`src/rtl/eth_tx_arbiter_pkg.sv`:
```
// Shared definitions for the Ethernet TX path arbiter: state encoding, requester
// indices and parameter defaults.
package eth_tx_arbiter_pkg;

    typedef enum logic [1:0] {
        StIdle  = 2'd0,
        StGrant = 2'd1,
        StSend  = 2'd2,
        StIfg   = 2'd3
    } arb_state_e;

    localparam int unsigned IfgCyclesDefault    = 12;
    localparam int unsigned StartTimeoutDefault = 1024;

    localparam logic ReqArp = 1'b0;
    localparam logic ReqUdp = 1'b1;

    function automatic logic [1:0] idx_to_onehot(input logic idx);
        return (idx == ReqUdp) ? 2'b10 : 2'b01;
    endfunction

endpackage

```
`src/rtl/eth_tx_arbiter_rr_arb2.sv`:
```
// Combinational two-way round-robin pick: on a tie the requester not served last wins.
module rr_arb2
    import eth_tx_arbiter_pkg::*;
(
    input  logic [1:0] req_i,
    input  logic       last_i,
    output logic [1:0] gnt_o,
    output logic       win_o
);

    always_comb begin
        win_o = ReqArp;
        gnt_o = 2'b00;
        if (req_i == 2'b11) begin
            win_o = ~last_i;
        end else if (req_i[ReqUdp]) begin
            win_o = ReqUdp;
        end
        if (req_i != 2'b00) begin
            gnt_o = idx_to_onehot(win_o);
        end
    end

endmodule

```
`src/rtl/eth_tx_arbiter.sv`:
```
// Shares the GMII TX path between the ARP and UDP frame engines with round-robin grants,
// a registered output mux, a forced inter-frame gap and revocation of unused grants.
module eth_tx_arbiter
    import eth_tx_arbiter_pkg::*;
#(
    parameter int unsigned IFG_CYCLES    = IfgCyclesDefault,
    parameter int unsigned START_TIMEOUT = StartTimeoutDefault
) (
    input  logic       clk,
    input  logic       rst_n,
    input  logic       arp_req,
    output logic       arp_gnt,
    input  logic       arp_tx_en,
    input  logic [7:0] arp_txd,
    input  logic       udp_req,
    output logic       udp_gnt,
    input  logic       udp_tx_en,
    input  logic [7:0] udp_txd,
    output logic       gmii_tx_en,
    output logic [7:0] gmii_txd,
    output logic       busy,
    output logic       timeout,
    output logic       collision
);

    localparam logic [15:0] TimeoutLast = 16'(START_TIMEOUT - 1);
    localparam logic [15:0] IfgLast     = 16'(IFG_CYCLES - 1);

    arb_state_e  state_q, state_d;
    logic [15:0] cnt_q, cnt_d;
    logic        last_q, last_d;
    logic [1:0]  gnt_q, gnt_d;
    logic        gmii_tx_en_q, gmii_tx_en_d;
    logic [7:0]  gmii_txd_q, gmii_txd_d;
    logic        busy_q, busy_d;
    logic        timeout_q, timeout_d;
    logic        collision_q, collision_d;

    logic [1:0]  arb_req;
    logic [1:0]  arb_gnt;
    logic        arb_win;
    logic        own_req, own_en, granted;
    logic [7:0]  own_txd;

    assign arb_req = {udp_req, arp_req};

    rr_arb2 u_rr_arb2 (
        .req_i  (arb_req),
        .last_i (last_q),
        .gnt_o  (arb_gnt),
        .win_o  (arb_win)
    );

    // The owner of an active grant is always the most recent winner.
    assign own_req = (last_q == ReqUdp) ? udp_req   : arp_req;
    assign own_en  = (last_q == ReqUdp) ? udp_tx_en : arp_tx_en;
    assign own_txd = (last_q == ReqUdp) ? udp_txd   : arp_txd;
    assign granted = (state_q == StGrant) || (state_q == StSend);

    always_comb begin
        state_d   = state_q;
        cnt_d     = cnt_q;
        last_d    = last_q;
        timeout_d = 1'b0;

        unique case (state_q)
            StIdle: begin
                if (arb_gnt != 2'b00) begin
                    state_d = StGrant;
                    last_d  = arb_win;
                end
            end
            StGrant: begin
                cnt_d = cnt_q + 16'd1;
                if (own_en) begin
                    state_d = StSend;
                end else if (!own_req) begin
                    state_d = StIdle;
                end else if (cnt_q == TimeoutLast) begin
                    state_d   = StIfg;
                    timeout_d = 1'b1;
                end
            end
            StSend: begin
                if (!own_en) begin
                    state_d = StIfg;
                end
            end
            StIfg: begin
                cnt_d = cnt_q + 16'd1;
                if (cnt_q == IfgLast) begin
                    if (arb_gnt != 2'b00) begin
                        state_d = StGrant;
                        last_d  = arb_win;
                    end else begin
                        state_d = StIdle;
                    end
                end
            end
            default: state_d = StIdle;
        endcase

        if (state_d != state_q) begin
            cnt_d = 16'd0;
        end

        gnt_d        = ((state_d == StGrant) || (state_d == StSend)) ? idx_to_onehot(last_d)
                                                                       : 2'b00;
        gmii_tx_en_d = granted & own_en;
        gmii_txd_d   = granted ? own_txd : 8'h00;
        busy_d       = (state_d != StIdle);
        collision_d  = (arp_tx_en & ~gnt_q[ReqArp]) | (udp_tx_en & ~gnt_q[ReqUdp]);
    end

    always_ff @(posedge clk) begin
        if (!rst_n) begin
            state_q      <= StIdle;
            cnt_q        <= 16'd0;
            last_q       <= ReqUdp;
            gnt_q        <= 2'b00;
            gmii_tx_en_q <= 1'b0;
            gmii_txd_q   <= 8'h00;
            busy_q       <= 1'b0;
            timeout_q    <= 1'b0;
            collision_q  <= 1'b0;
        end else begin
            state_q      <= state_d;
            cnt_q        <= cnt_d;
            last_q       <= last_d;
            gnt_q        <= gnt_d;
            gmii_tx_en_q <= gmii_tx_en_d;
            gmii_txd_q   <= gmii_txd_d;
            busy_q       <= busy_d;
            timeout_q    <= timeout_d;
            collision_q  <= collision_d;
        end
    end

    assign arp_gnt    = gnt_q[ReqArp];
    assign udp_gnt    = gnt_q[ReqUdp];
    assign gmii_tx_en = gmii_tx_en_q;
    assign gmii_txd   = gmii_txd_q;
    assign busy       = busy_q;
    assign timeout    = timeout_q;
    assign collision  = collision_q;

endmodule

```
`config.mk`:
```
export PLATFORM = sky130hd
export DESIGN_NAME = eth_tx_arbiter
export DESIGN_NICKNAME = d
export VERILOG_FILES = /design/src/rtl/eth_tx_arbiter_pkg.sv /design/src/rtl/eth_tx_arbiter_rr_arb2.sv /design/src/rtl/eth_tx_arbiter.sv
export SDC_FILE = /design/constraint.sdc
export NUM_CORES = 1
export LEC_CHECK = 0
export CAP_MARGIN = 10
export CORE_MARGIN = 3
export CORE_UTILIZATION = 48
export CTS_BUF_LIST = sky130_fd_sc_hd__clkbuf_8
export DETAILED_ROUTE_END_ITERATION = 6
export PLACE_DENSITY_LB_ADDON = 0.08
export SYNTH_ARGS = -nofsm -noshare
export SYNTH_HDL_FRONTEND = slang
export SYNTH_SLANG_ARGS = --single-unit
```
`constraint.sdc`:
```
create_clock -name clk -period 2.5 [get_ports clk]
set_clock_uncertainty 0.15 [all_clocks]
set_input_delay 0.5 -clock clk [delete_from_list [all_inputs] [get_ports clk]]
set_output_delay 0.5 -clock clk [all_outputs]
set_load 0.01 [all_outputs]
```
==> impl_metrics.ini, run 1 <==
[outcome]
status = complete, but fails checks
violations = setup timing

[yosys]
avgSynthCellArea_um2 = 9.26
yosysTopAreaCellShare_pct = 37.9
ys_types = 42
yosysMostFrequentCell = dfxtp_1
synth-seq-area-share_pct = 37.9
syn-instance-count = 188
synthFlopType = dfxtp_1
synth_common_cells = dfxtp_1 (33), nor2_1 (21), nand2_1 (18)
netlist_top_cells_area = dfxtp_1 (38%), mux2i_1 (5.7%), nor3_2 (5.7%), xor2_1 (5.0%), nor2_1 (4.5%)
async_reset_ff_share_pct = 0
synth_nets = 216
synth_edf_count = 0
synth_area_mm2 = 0.00174
ys_ff_latch = 33
yosysTopAreaCell = dfxtp_1
ys_warn_count = 0

[sta]
fin_crit_sh_pct = 104
fmax_mhz = 384
slew_viol_final = 0
slew_headroom_pct = 75.0
hold_viol_final = 0
tightest_slew_ns = 0.375
period_minus_slack_ns = 2.60
rsz0062_at_grt = true
setup_tns_ns = -0.275
setup_viol = 9
finalWorstSetupSlack_ns = -0.103

[grt]
grt_pass1_wl_um = 7240
antenna_found_initial = 0
grt_pass1_vias = 1702
grt-ovfl-total = 0
grt_max_degree = 17
grt_usage_pct = 21.4

[cts]
cts_htree_levels = 2
numCtsBuffers = 5
ctsHoldBuffers = 0
cts.sinks = 33
cts-root-buf = clkbuf_8
cts_tree = yes
clock_latency_ns = 0.28
clock_path_buffers = 2
clkTransAtPathRegs_ns = 0.07

[routing]
drc = 0
drtAntennaViolNets = 0
wl_per_cell_um = 14.1
num_vias = 1613
drtPass1Iterations = 4
drt_iter0_drc = 84
wirelength_um = 4220
avgViaCountPerCell = 5.38

[worst_setup_path]
cp-end-kind = register
crit_type = register to register
path_cells = ha_4 > or4b_4 > or4_4 > o21a_1 > o211ai_1 > o21ai_1 > ha_1 > nand2_2 > nor2_1
cp_slowest_stage_delay_ns = 0.53
crit_fanout = 4
slowest_stage = or4_4
critPathBufInv = 0
worstPathArrival_ns = 2.62
required_ns = 2.52
ff2ff_setup_slack_ns = -0.10
critPathLaunchType = register
critPathTopFamily = simple AND/OR/NAND/NOR gates

[power]
ir_drop_uv = 636
seq_power_share_pct = 29.6
power_frac_clock_pct = 22.2
p_sw_uw = 824
p_int_mw = 1.48
power_frac_comb_pct = 48.2
p_leak_nw = 1.01
p_per_area_mw_per_mm2 = 924
switching_share_pct = 35.7

[floorplanning]
num_io_pins = 36
die_y_um = 66.2
coreArea_mm2 = 0.00342
die_w_um = 66.2
rows = 21
start_util_pct = 51.0
die_area_mm2 = 0.00439

[layout]
drive_gt1_share_pct = 24.4
synthToLayoutAreaGrowth_pct = 43.1
diodes = 0
nets = 281

[run]
maxCapViolations = 0

[placed_design]
dp_hpwl_um = 3330
dp_worst_setup_slack_ns = -0.0932
place.gp.congestion = 0.932
port_buffers = 35

[hold_path]
min_path_type = register to register
-- routing by layer --
layer | wire, µm | global-route usage (%)
met3 | 270 | 6.46
met1 | 1690 | 23.5
met5 | 0 | 0
met2 | 2210 | 38.3
met4 | 48 | 7.61
-- worst reg2reg max path, delay by kind of cell, from the launching register on --
family	cells	cell delay [ns]
compound gates	3	0.41
fa+ha+maj	2	0.42
flops	1	0.36
simple gates	4	1.15
-- state kept, by name, indices dropped and copies added, names as in the netlist --
name / flops
busy: 1
cnt_q: 16
collision: 1
gmii_tx_en: 1
gmii_txd: 8
gnt_q: 2
last_q: 1
state_q: 2
timeout: 1
-- layout by cell type, fill, tap and decap left out, types with 7 or more instances in the layout --
cell             instances
nor3_2                  10
nor3_1                   8
nand2_1                 17
buf_4                   30
clkdlybuf4s50_1         35
dfxtp_1                 30
xor2_1                  10
a21oi_1                  7
nor2_1                  21
mux2i_1                 10
-- through the flow --
step                cell area, µm²  instances  hold slack [ns]  util [%]  power (mW)
floorplan                     1760        188            0.357         -        1.35
global route                  2490        300            0.422      73.0        2.45
CTS                           2470        298            0.407      72.2        2.29
detailed placement            2340        289            0.391      68.6        1.76
global placement              2340        289            0.369      68.6        1.74
finish                        2490        300            0.401      73.0        2.30
-- power by group through the flow --
stage               logic [mW]  clock network, mW  registers (mW)
finish                    1.11              0.511           0.682
global route              1.21              0.545           0.693
CTS                       1.09              0.518           0.683
detailed placement        1.06                  0           0.694
global placement          1.05                  0           0.688
floorplan                0.643                  0           0.705
-- kinds of logic after synthesis --
| group | share of synthesized area (%) |
|---|---|
| mux | 6.39 |
| simple gates | 29.4 |
| fa+ha+maj | 4.31 |
| buf+inv | 3.45 |
| flops | 37.9 |
| xor+xnor | 7.54 |
| compound gates | 11.0 |
-- path summary, 6_finish.rpt --
check	from	end	depth (start not counted)
worst max register to register	cnt_q[1]$_SDFFE_PP0P_	gnt_q[1]$_SDFF_PN0_	9
worst min-delay path	gnt_q[1]$_SDFF_PN0_	collision$_SDFF_PN0_	2
worst max-delay path	cnt_q[1]$_SDFFE_PP0P_	gnt_q[1]$_SDFF_PN0_	9
worst min register to register	gnt_q[1]$_SDFF_PN0_	collision$_SDFF_PN0_	2
-- cell type report --
type                    count  area [µm²]
well taps                  46        57.6
clock inverters             2        33.8
clock buffers               6        82.6
repair buffers             66         596
inverters                   4        15.0
fillers                   277         923
flip-flops and latches     33         664
multi-input cells         143        1040
-- repair_timing --
| item | 4_1_cts | 5_1_grt |
|---|---|---|
| setup buffers | 1 | 2 |
| gates resized for setup | 0 | 2 |
| endpoints found under the setup margin | 9 | 19 |
| hold endpoints to repair | 0 | 0 |
Power figures use the tool's default switching activity.
==> run 2: changes to the inputs <==
- MAX_ROUTING_LAYER: not set -> met4
==> impl_metrics.ini, run 2 (synthesis gave the netlist of run 1 again) <==
[routing]
avgViaCountPerCell = 5.39
drtAntennaViolNets = 0
drt_iter0_drc = 77
drtPass1Iterations = 4
wl_per_cell_um = 14.4
num_vias = 1617
drc = 0
wirelength_um = 4310

[grt]
grt_pass1_wl_um = 7350
grt-ovfl-total = 0
antenna_found_initial = 0
grt_max_degree = 17
grt_pass1_vias = 1696
grt_usage_pct = 22.7

[placed_design]
dp_hpwl_um = 3350
place.gp.congestion = 0.899
dpl_cell_area_mm2 = 0.00235
port_buffers = 35

[layout]
synthToLayoutAreaGrowth_pct = 42.5
fillerInstances = 266
multi_input_area_mm2 = 0.00103
layout_common_cells = clkdlybuf4s50_1 (35), dfxtp_1 (30), buf_4 (30)
largest_reg_flops = 16
nets = 281
final_cell_area_mm2 = 0.00248
area.sequential_um2 = 664
layout_commonest_cell = clkdlybuf4s50_1
drive_gt1_share_pct = 23.6
diodes = 0
largest-register = cnt_q

[floorplanning]
die_y_um = 66.2
start_util_pct = 51.0
num_io_pins = 36
die_w_um = 66.2
coreArea_mm2 = 0.00342
die_area_mm2 = 0.00439
rows = 21

[worst_setup_path]
worstPathArrival_ns = 2.62
cp-end-kind = register
cp_slowest_stage_delay_ns = 0.53
crit_fanout = 4
crit_type = register to register
path_cells = ha_4 > or4b_4 > or4_4 > o21a_1 > o211ai_1 > o21ai_1 > ha_1 > nand2_1 > nor2_1
critPathLaunchType = register
required_ns = 2.52
slowest_stage = or4_4

[sta]
slew_headroom_pct = 76.3
setup_viol = 5
hold_viol_final = 0
slew_viol_final = 0
period_minus_slack_ns = 2.60
fmax_mhz = 385
rsz0062_at_grt = true
finalWorstSetupSlack_ns = -0.0952
hold_ws_ns = 0.377
tightest_slew_ns = 0.355
fin_crit_sh_pct = 104

[hold_path]
min_path_type = register to register

[cts]
clock_latency_ns = 0.29
clock_path_buffers = 2
cts.sinks = 33
clkTransAtPathRegs_ns = 0.07
cts_tree = yes
cts-root-buf = clkbuf_8
numCtsBuffers = 5
cts_htree_levels = 2
ctsHoldBuffers = 0

[power]
p_leak_nw = 1.01
p_per_area_mw_per_mm2 = 915
ir_drop_uv = 828
power_mw = 2.27

[run]
maxCapViolations = 0

[outcome]
violations = setup timing
status = complete, but fails checks
## run 2: changes by cell type in the layout (fill, tap and decap cells not counted)
cell	change
nand2_1	+1
o41ai_2	-1
o21ai_1	+1
o21ai_0	-1
o41ai_1	+1
nand2_2	-1
## run 2: worst max-delay path: cells and delay by family, from the launching register on
| family | cells | cell delay, ns |
|---|---|---|
| adders and majority gates | 2 | 0.41 |
| DFF | 1 | 0.35 |
| and+or+nand+nor | 4 | 1.13 |
| AOI/OAI and AO/OA | 3 | 0.44 |
## run 2: worst paths after layout
check                              from              endpoint  slack [ns]  cells after the start
setup / recovery  cnt_q[1]$_SDFFE_PP0P_   gnt_q[1]$_SDFF_PN0_        -0.1                      9
hold / removal      gnt_q[1]$_SDFF_PN0_  collision$_SDFF_PN0_        0.38                      2
setup reg to reg  cnt_q[1]$_SDFFE_PP0P_   gnt_q[1]$_SDFF_PN0_        -0.1                      9
hold reg to reg     gnt_q[1]$_SDFF_PN0_  collision$_SDFF_PN0_        0.38                      2
## run 2: routing by layer
metal  up-vias  GRT usage [%]  routed length [µm]
li1        797              -                   -
met1       763           23.6                1760
met2        45           39.7                2250
met3        12           6.97                 217
met4         0           9.39                  87
met5         -              -                   0
## run 2: cell type report
| cell class | instances | share of cell area [%] |
|---|---|---|
| inverter | 4 | 0.605 |
| timing repair buffer | 66 | 24.0 |
| clock buffer | 6 | 3.33 |
| tap | 46 | 2.32 |
| clock inverter | 2 | 1.36 |
| sequential | 33 | 26.8 |
| multi-input combinational | 143 | 41.6 |
## run 2: repair_timing
| action | in CTS | in global routing |
|---|---|---|
| gates resized for setup | 0 | 1 |
| pin swaps | 0 | 1 |
| setup buffers | 1 | 1 |
| setup endpoints to repair | 7 | 19 |
## run 2: through the flow
step | std cells | utilization [%] | setup slack [ns] | TNS, ns
after floorplan | 188 | - | -0.00464 | -0.00724
after detailed placement | 290 | 68.8 | -0.0633 | -0.171
after global placement | 290 | 68.8 | -0.0306 | -0.0517
final | 300 | 72.7 | -0.0952 | -0.248
after global routing | 300 | 72.7 | -0.205 | -1.67
after CTS | 299 | 72.5 | -0.0973 | -0.324
## run 2: report_power, final
part / total, mW / internal [mW] / leakage [nW] / switching (mW)
logic: 1.07 / 0.513 / 0.682 / 0.559
registers: 0.680 / 0.618 / 0.270 / 0.0629
clock network: 0.520 / 0.321 / 0.0626 / 0.199
